===== src/rtl/rgb_led_scheduler_pkg.sv =====
// rgb_led_scheduler_pkg: shared state encoding and colour constants for the LED scheduler
package rgb_led_scheduler_pkg;
    localparam int COLOR_W = 3;
    localparam logic [COLOR_W-1:0] OFF = 3'b000;
    typedef enum logic [1:0] {IDLE, SHOW, GAP} state_e;
endpackage


===== src/rtl/rgb_led_scheduler_rr.sv =====
// rr_arbiter: combinational round-robin pick of the first set request at or after ptr
module rr_arbiter #(
    parameter int N_REQ = 4,
    parameter int IW = $clog2(N_REQ)
) (
    input  logic [N_REQ-1:0] req,
    input  logic [IW-1:0]    ptr,
    output logic             valid,
    output logic [N_REQ-1:0] onehot,
    output logic [IW-1:0]    idx
);
    always_comb begin
        valid = 1'b0;
        idx = '0;
        // Scan from the farthest candidate back so the nearest one to ptr wins
        for (int k = N_REQ - 1; k >= 0; k--) begin
            if (req[(int'(ptr) + k) % N_REQ]) begin
                valid = 1'b1;
                idx = IW'((int'(ptr) + k) % N_REQ);
            end
        end
        onehot = valid ? (N_REQ'(1) << idx) : '0;
    end
endmodule


===== src/rtl/rgb_led_scheduler.sv =====
// rgb_led_scheduler: round-robin time-sharing of one RGB LED, show then blank, paced by a slow tick
module rgb_led_scheduler
    import rgb_led_scheduler_pkg::*;
#(
    parameter int N_REQ = 4,
    parameter int HOLD_TICKS = 3,
    parameter int GAP_TICKS = 1
) (
    input  logic                     clk,
    input  logic                     rst,
    input  logic                     tick,
    input  logic [N_REQ-1:0]         req,
    input  logic [COLOR_W*N_REQ-1:0] color,
    output logic [N_REQ-1:0]         grant,
    output logic [N_REQ-1:0]         done,
    output logic [COLOR_W-1:0]       display,
    output logic                     busy
);
    localparam int IW = $clog2(N_REQ);
    localparam int MAXT = (HOLD_TICKS > GAP_TICKS) ? HOLD_TICKS : GAP_TICKS;
    localparam int CW = $clog2(MAXT + 1);

    state_e             state_q, state_d;
    logic [IW-1:0]      rr_ptr_q, rr_ptr_d;
    logic [CW-1:0]      cnt_q, cnt_d;
    logic [N_REQ-1:0]   grant_q, grant_d, done_q, done_d;
    logic [COLOR_W-1:0] display_q, display_d;
    logic               busy_q, busy_d;
    logic               arb_valid;
    logic [N_REQ-1:0]   arb_onehot;
    logic [IW-1:0]      arb_idx;

    rr_arbiter #(.N_REQ(N_REQ), .IW(IW)) u_arb (
        .req(req),
        .ptr(rr_ptr_q),
        .valid(arb_valid),
        .onehot(arb_onehot),
        .idx(arb_idx)
    );

    always_comb begin
        state_d = state_q;
        rr_ptr_d = rr_ptr_q;
        cnt_d = cnt_q;
        grant_d = grant_q;
        display_d = display_q;
        done_d = '0;
        if (state_q == IDLE && arb_valid) begin
            state_d = SHOW;
            grant_d = arb_onehot;
            display_d = color[COLOR_W*arb_idx +: COLOR_W];
            cnt_d = CW'(HOLD_TICKS);
            rr_ptr_d = (arb_idx == IW'(N_REQ - 1)) ? '0 : arb_idx + 1'b1;
        end else if (state_q == SHOW && tick) begin
            cnt_d = cnt_q - 1'b1;
            if (cnt_q == CW'(1)) begin
                done_d = grant_q;
                grant_d = '0;
                display_d = OFF;
                state_d = (GAP_TICKS == 0) ? IDLE : GAP;
                cnt_d = CW'(GAP_TICKS);
            end
        end else if (state_q == GAP && tick) begin
            cnt_d = cnt_q - 1'b1;
            state_d = (cnt_q == CW'(1)) ? IDLE : GAP;
        end
        busy_d = state_d != IDLE;
    end

    always_ff @(posedge clk) begin
        if (rst) begin
            state_q <= IDLE;
            rr_ptr_q <= '0;
            cnt_q <= '0;
            grant_q <= '0;
            done_q <= '0;
            display_q <= OFF;
            busy_q <= 1'b0;
        end else begin
            state_q <= state_d;
            rr_ptr_q <= rr_ptr_d;
            cnt_q <= cnt_d;
            grant_q <= grant_d;
            done_q <= done_d;
            display_q <= display_d;
            busy_q <= busy_d;
        end
    end

    assign grant = grant_q;
    assign done = done_q;
    assign display = display_q;
    assign busy = busy_q;
endmodule


===== config.mk =====
export PLATFORM = sky130hd
export DESIGN_NAME = rgb_led_scheduler
export DESIGN_NICKNAME = d
export VERILOG_FILES = /design/src/rtl/rgb_led_scheduler_pkg.sv /design/src/rtl/rgb_led_scheduler_rr.sv /design/src/rtl/rgb_led_scheduler.sv
export SDC_FILE = /design/constraint.sdc
export NUM_CORES = 1
export LEC_CHECK = 0
export CAP_MARGIN = 20
export CELL_PAD_IN_SITES_DETAIL_PLACEMENT = 0
export CELL_PAD_IN_SITES_GLOBAL_PLACEMENT = 1
export CORE_ASPECT_RATIO = 1.2
export CORE_MARGIN = 1.5
export CORE_UTILIZATION = 34
export DETAILED_ROUTE_END_ITERATION = 10
export PLACE_DENSITY = 0.93
export SLEW_MARGIN = 20
export SYNTH_ARGS = -nofsm -noshare
export SYNTH_HDL_FRONTEND = slang
export SYNTH_SLANG_ARGS = --single-unit

===== constraint.sdc =====
create_clock -name clk -period 2.93 [get_ports clk]
set_input_delay 0.586 -clock clk [delete_from_list [all_inputs] [get_ports clk]]
set_output_delay 0.586 -clock clk [all_outputs]
set_load 0.005 [all_outputs]

* Yosys cells after proc, flatten, opt, wreduce, memory -nomap -nowiden
Index checks and enable logic that the tools add are counted.
** Word-level totals
- Register bits :: 18
- Input port bits :: 19
- Output and inout bits :: 12
- Word-level logic and storage cells :: 77
** Operators by class
- $add $sub $neg :: 5
- $mul :: 1
- $lt $le $gt $ge :: 4
- Equal/unequal tests :: 4
- Shift operators :: 2
- Muxes and demuxes :: 36
- Bitwise gates (word level) :: 5
- Reductions and logical operators :: 13
** Operator list (number)
- 2-bit 2-to-1 mux :: 14
- 4-bit 2-to-1 mux :: 4
- 3-bit by 4-bit < comparator with 1-bit output, second input constant :: 3
- 12-bit by 5-bit variable part select with 3-bit output :: 1
- 1-bit 2-to-1 mux :: 11
- 3-bit 2-to-1 mux :: 3
- 1-bit binary-select mux with 2-bit select :: 4
- 2-bit nonzero test :: 3
- 2-bit OR reduction :: 3
- 2-bit by 1-bit adder with 2-bit output, second input constant :: 2
- 2-bit adder, second input constant :: 2
- 2-bit by 1-bit == test with 1-bit output, second input constant :: 2
- 2-bit == test, second input constant :: 2
- 2-bit by 2-bit multiplier with 4-bit output, first input constant :: 1
- 4-bit OR reduction :: 1
- 1-bit by 2-bit << shifter with 4-bit output, first input constant :: 1
- 1-bit bitwise AND, first input constant :: 3
- 1-bit logical AND :: 3
- 2-bit by 3-bit < comparator with 1-bit output, second input constant :: 1
- 3-bit nonzero test :: 1
- 2-bit zero test :: 1
- 1-bit NOT :: 2
- 2-bit AND reduction :: 1
- 2-bit by 1-bit subtractor with 2-bit output, second input constant :: 1

* Logic depth before layout (Yosys ltp)
- Word-level depth :: 13
- Mapped depth :: 6
- Gate-level depth less buffers :: 6

* By module
From an unflattened synthesis, not the netlist that was laid out.
** Second synthesis, totals
- Cells, all modules :: 100
- Area total of the unflattened synthesis :: 1016.0 µm²
** By module, submodules not included
- rgb_led_scheduler :: times used 1, cells an instance 71, area each 833.3 µm²
- rr_arbiter :: times used 1, cells an instance 29, area each 182.7 µm²

* Worst setup path after synthesis
No wires, ideal clock.
- Kind :: in2reg
- Start :: in req[2]
- End :: reg display_q[0] (netlist: display[0])
- Arrival time :: 1.751 ns
- Required time :: 2.808 ns
- Path slack :: 1.057 ns
- Stages :: 5
- Buffers on the path :: 0
- Cells stage by stage :: nor2b_1 a211oi_4 nor2_2 mux2_1 a221o_1
** Between the ends
- Longest elaborated chain between the ends :: 10
- Elaborated cells on any way between the ends :: 26
** Ends and longest elaborated chain
- from (decl) :: line rgb_led_scheduler.sv:12 : input logic [N_REQ-1:0] req,
- 1-bit binary-select mux with 2-bit select :: line rgb_led_scheduler_rr.sv:17 : if (req[(int'(ptr) + k) % N_REQ]) begin
- 1-bit 2-to-1 mux (not written as such) (2 in a row) :: line rgb_led_scheduler_rr.sv:17
- 2-bit 2-to-1 mux or 1-bit 2-to-1 mux (tied branches) (4 in a row) :: line rgb_led_scheduler_rr.sv:17
- 2-bit by 2-bit multiplier with 4-bit output or 1-bit logical AND (tied branches) :: line rgb_led_scheduler.sv:51, rgb_led_scheduler.sv:48
- 12-bit by 5-bit variable part select with 3-bit output or 2-bit nonzero test (tied branches)
- 3-bit 2-to-1 mux or 2-bit AND reduction (tied branches)
- to (signal assigned) :: line rgb_led_scheduler.sv:85 : display_q <= display_d;
- to (decl) :: line rgb_led_scheduler.sv:27 : logic [COLOR_W-1:0] display_q, display_d;
Several ways; a longest one is shown, not always the timed one. The select of a mux whose other input is x is not followed.
A chain may end at the register's enable or synchronous reset.

* Worst setup path in the final report
- Start :: in req[2]
- End :: reg display_q[2] (netlist: display[2])
Same word-level chain as after synthesis.

==> impl_metrics.json <==
{
  "status": "finished clean",
  "grt_max_degree": 18,
  "cpPeakStageDelay_ns": 0.52,
  "synth_edf_count": 0,
  "clk_latency_ns": 0.29,
  "setup_viol": 0,
  "critical_path_class": "in2reg",
  "synth_nets": 123,
  "ant_nets": 0,
  "rsz0062_at_grt": "no",
  "post_cts_resized": 0,
  "cts_buffers": 3,
  "worstSetupEndpointType": "flop",
  "fin_crit_sh_pct": 77.3,
  "place_area_mm2": 0.00124,
  "syn2layout_area_growth_pct": 41.4,
  "preCtsSetupSlack_ns": 0.343,
  "worst_slew_pin_slew_ns": 0.545,
  "powerDensity_mw_per_mm2": 494,
  "multiInputGateArea_um2": 518,
  "cts_setup_buffers": 0,
  "n_antenna_cell": 0,
  "avgRoutedWirePerCell_um": 12.2,
  "rows": 20,
  "portBuffers": 30,
  "post-route-drc-count": 0,
  "cts_sinks": 18,
  "ys_ff_latch": 18,
  "critPathCapture": "display[2]",
  "maxCapViolations": 0,
  "max-slew-margin-rel_pct": 63.6,
  "pin_count": 31,
  "num-fill-cells": 242,
  "r2r_setup_slack_ns": 1.14,
  "rr_endpoint": "display[2]",
  "yosysWarnings": 0,
  "cp-start-kind": "primary input",
  "leakage_uw": 0.000478,
  "cp_num_buf_inv": 1,
  "synth_cell_types": 32,
  "die_w_um": 50.1,
  "track_usage_pct": 15.4,
  "grt_pass1_wl_um": 3550,
  "core_area_mm2": 0.00253,
  "crit_start": "req[2]",
  "utilization_pct": 50.6,
  "routabilityCongestion": 0.710,
  "final_common_cell": "clkdlybuf4s50_1",
  "cp.required_ns": 3.12,
  "die-area_mm2": 0.00298,
  "cts_buffer_depth": 2,
  "finClkSkew_ns": 0.00324,
  "hp-class": "reg2reg",
  "die_h_um": 59.5,
  "async_flop_share_pct": 0,
  "final_area_mm2": 0.00128,
  "root_buffer": "clkbuf_4",
  "ir_worst_vdd_uv": 448,
  "seq_area_um2": 360,
  "clkSlewWorstSetupHoldPaths_ns": 0.10,
  "final_cell_mix": "clkdlybuf4s50_1, dfxtp_1, nand3_1",
  "vias_per_cell": 5.10,
  "synthCells": 101,
  "grt_pass1_vias": 824,
  "antenna_found_initial": 0,
  "place_hpwl_um": 1610,
  "initial_core_util_pct": 35.8,
  "routed_wl_um": 2020,
  "min_period_ns": 2.26,
  "hold_viol": 0,
  "first_iter_violations": 7,
  "syn_area_um2": 905,
  "max_freq_ghz": 0.442,
  "syn_avg_cell_area_um2": 8.96,
  "path_depth": 6,
  "drive_above_1_share_pct": 9.02,
  "worstReg2RegStart": "rr_ptr_q[0]",
  "final_max_slew_viol_count": 0,
  "arrival_ns": 2.45,
  "cts_hold_buf": 0,
  "cts_tree": "done",
  "first_pass_iters": 4,
  "htreeDepth": 1,
  "crit_fanout": 7,
  "worstPathCellList": "clkdlybuf4s50_1 -> nor2b_1 -> a211oi_4 -> nor2_2 -> mux2_1 -> a221o_1",
  "vias": 846,
  "overflow": 0,
  "critical-path-top-delay-family": "simple AND/OR/NAND/NOR gates",
  "fin_tns_setup_ns": 0,
  "setup_slack_ns": 0.666,
  "synth_ff_type": "dfxtp_1",
  "cp_slowest_cell": "clkdlybuf4s50_1",
  "ys_seq_area_share_pct": 39.8,
  "nets": 156,
  "reg2reg_depth": 5
}
## state kept, by name (all words and copies together), names as in the netlist
register  count
state_q       2
cnt_q         2
rr_ptr_q      2
grant         4
done          4
display       3
busy          1
## Yosys cell counts (2+ instances only)
cell       number  area, µm²
dfxtp_1        18        360
nand3_1         9       45.0
a21oi_1         8       40.0
nand2_1         7       26.3
nor2_1          6       22.5
o21ai_0         5       25.0
and2_1          4       25.0
inv_1           4       15.0
nor2b_1         4       25.0
a2111oi_0       3       26.3
a221o_1         3       30.0
clkbuf_1        3       11.3
ha_1            3       37.5
mux2_1          3       33.8
nand2b_1        2       12.5
nand3b_1        2       15.0
o22ai_1         2       12.5
## where the power goes
part	switching (µW)	internal [µW]
combinational	84.7	102
sequential	24.0	271
clock	73.9	75.7
total	183	449
## routing by layer
metal	up-vias	GRT usage [%]	share of wire, %
met5	-	0	0
met4	0	1.19	0
met3	0	5.30	5.6
met2	25	29.1	51
met1	386	17.0	43
li1	435	-	-
## worst register-to-register path, delay by kind of cell (launching register included)
family,cells,cell delay [ns]
AOI/OAI and AO/OA,3,0.78
DFF,1,0.38
and+or+nand+nor,2,0.58
## final cells by class
cell class	instances	share of cell area (%)
clock buffers	4	2.84
repair buffers	31	24.1
multi-input cells	76	40.5
inverters	4	1.17
well taps	33	3.23
flip-flops and latches	18	28.2
## kinds of logic after synthesis
| group | share of synthesized area, % |
|---|---|
| fa+ha+maj | 4.15 |
| flops | 39.8 |
| mux | 3.73 |
| simple gates | 23.4 |
| buf+inv | 2.90 |
| compound gates | 26.0 |
## worst min-delay path by stage
stage                     startpoint          to  slack (ns)  cells past startpoint
after floorplan             grant[0]    grant[0]        0.47                      2
after global placement    display[1]  display[1]        0.47                      1
after detailed placement  display[0]  display[0]        0.48                      1
after CTS                   grant[2]    grant[2]        0.49                      2
after global routing        grant[2]    grant[2]        0.51                      2
final                       grant[3]    grant[3]        0.49                      2
## metrics by stage
step                      hold WS [ns]  std cells  total power [µW]
after global placement           0.472        162               481
after detailed placement         0.475        162               487
after floorplan                  0.473        101               404
final                            0.490        166               631
after global routing             0.511        166               678
after CTS                        0.493        166               635
Power figures use the tool's default switching activity.
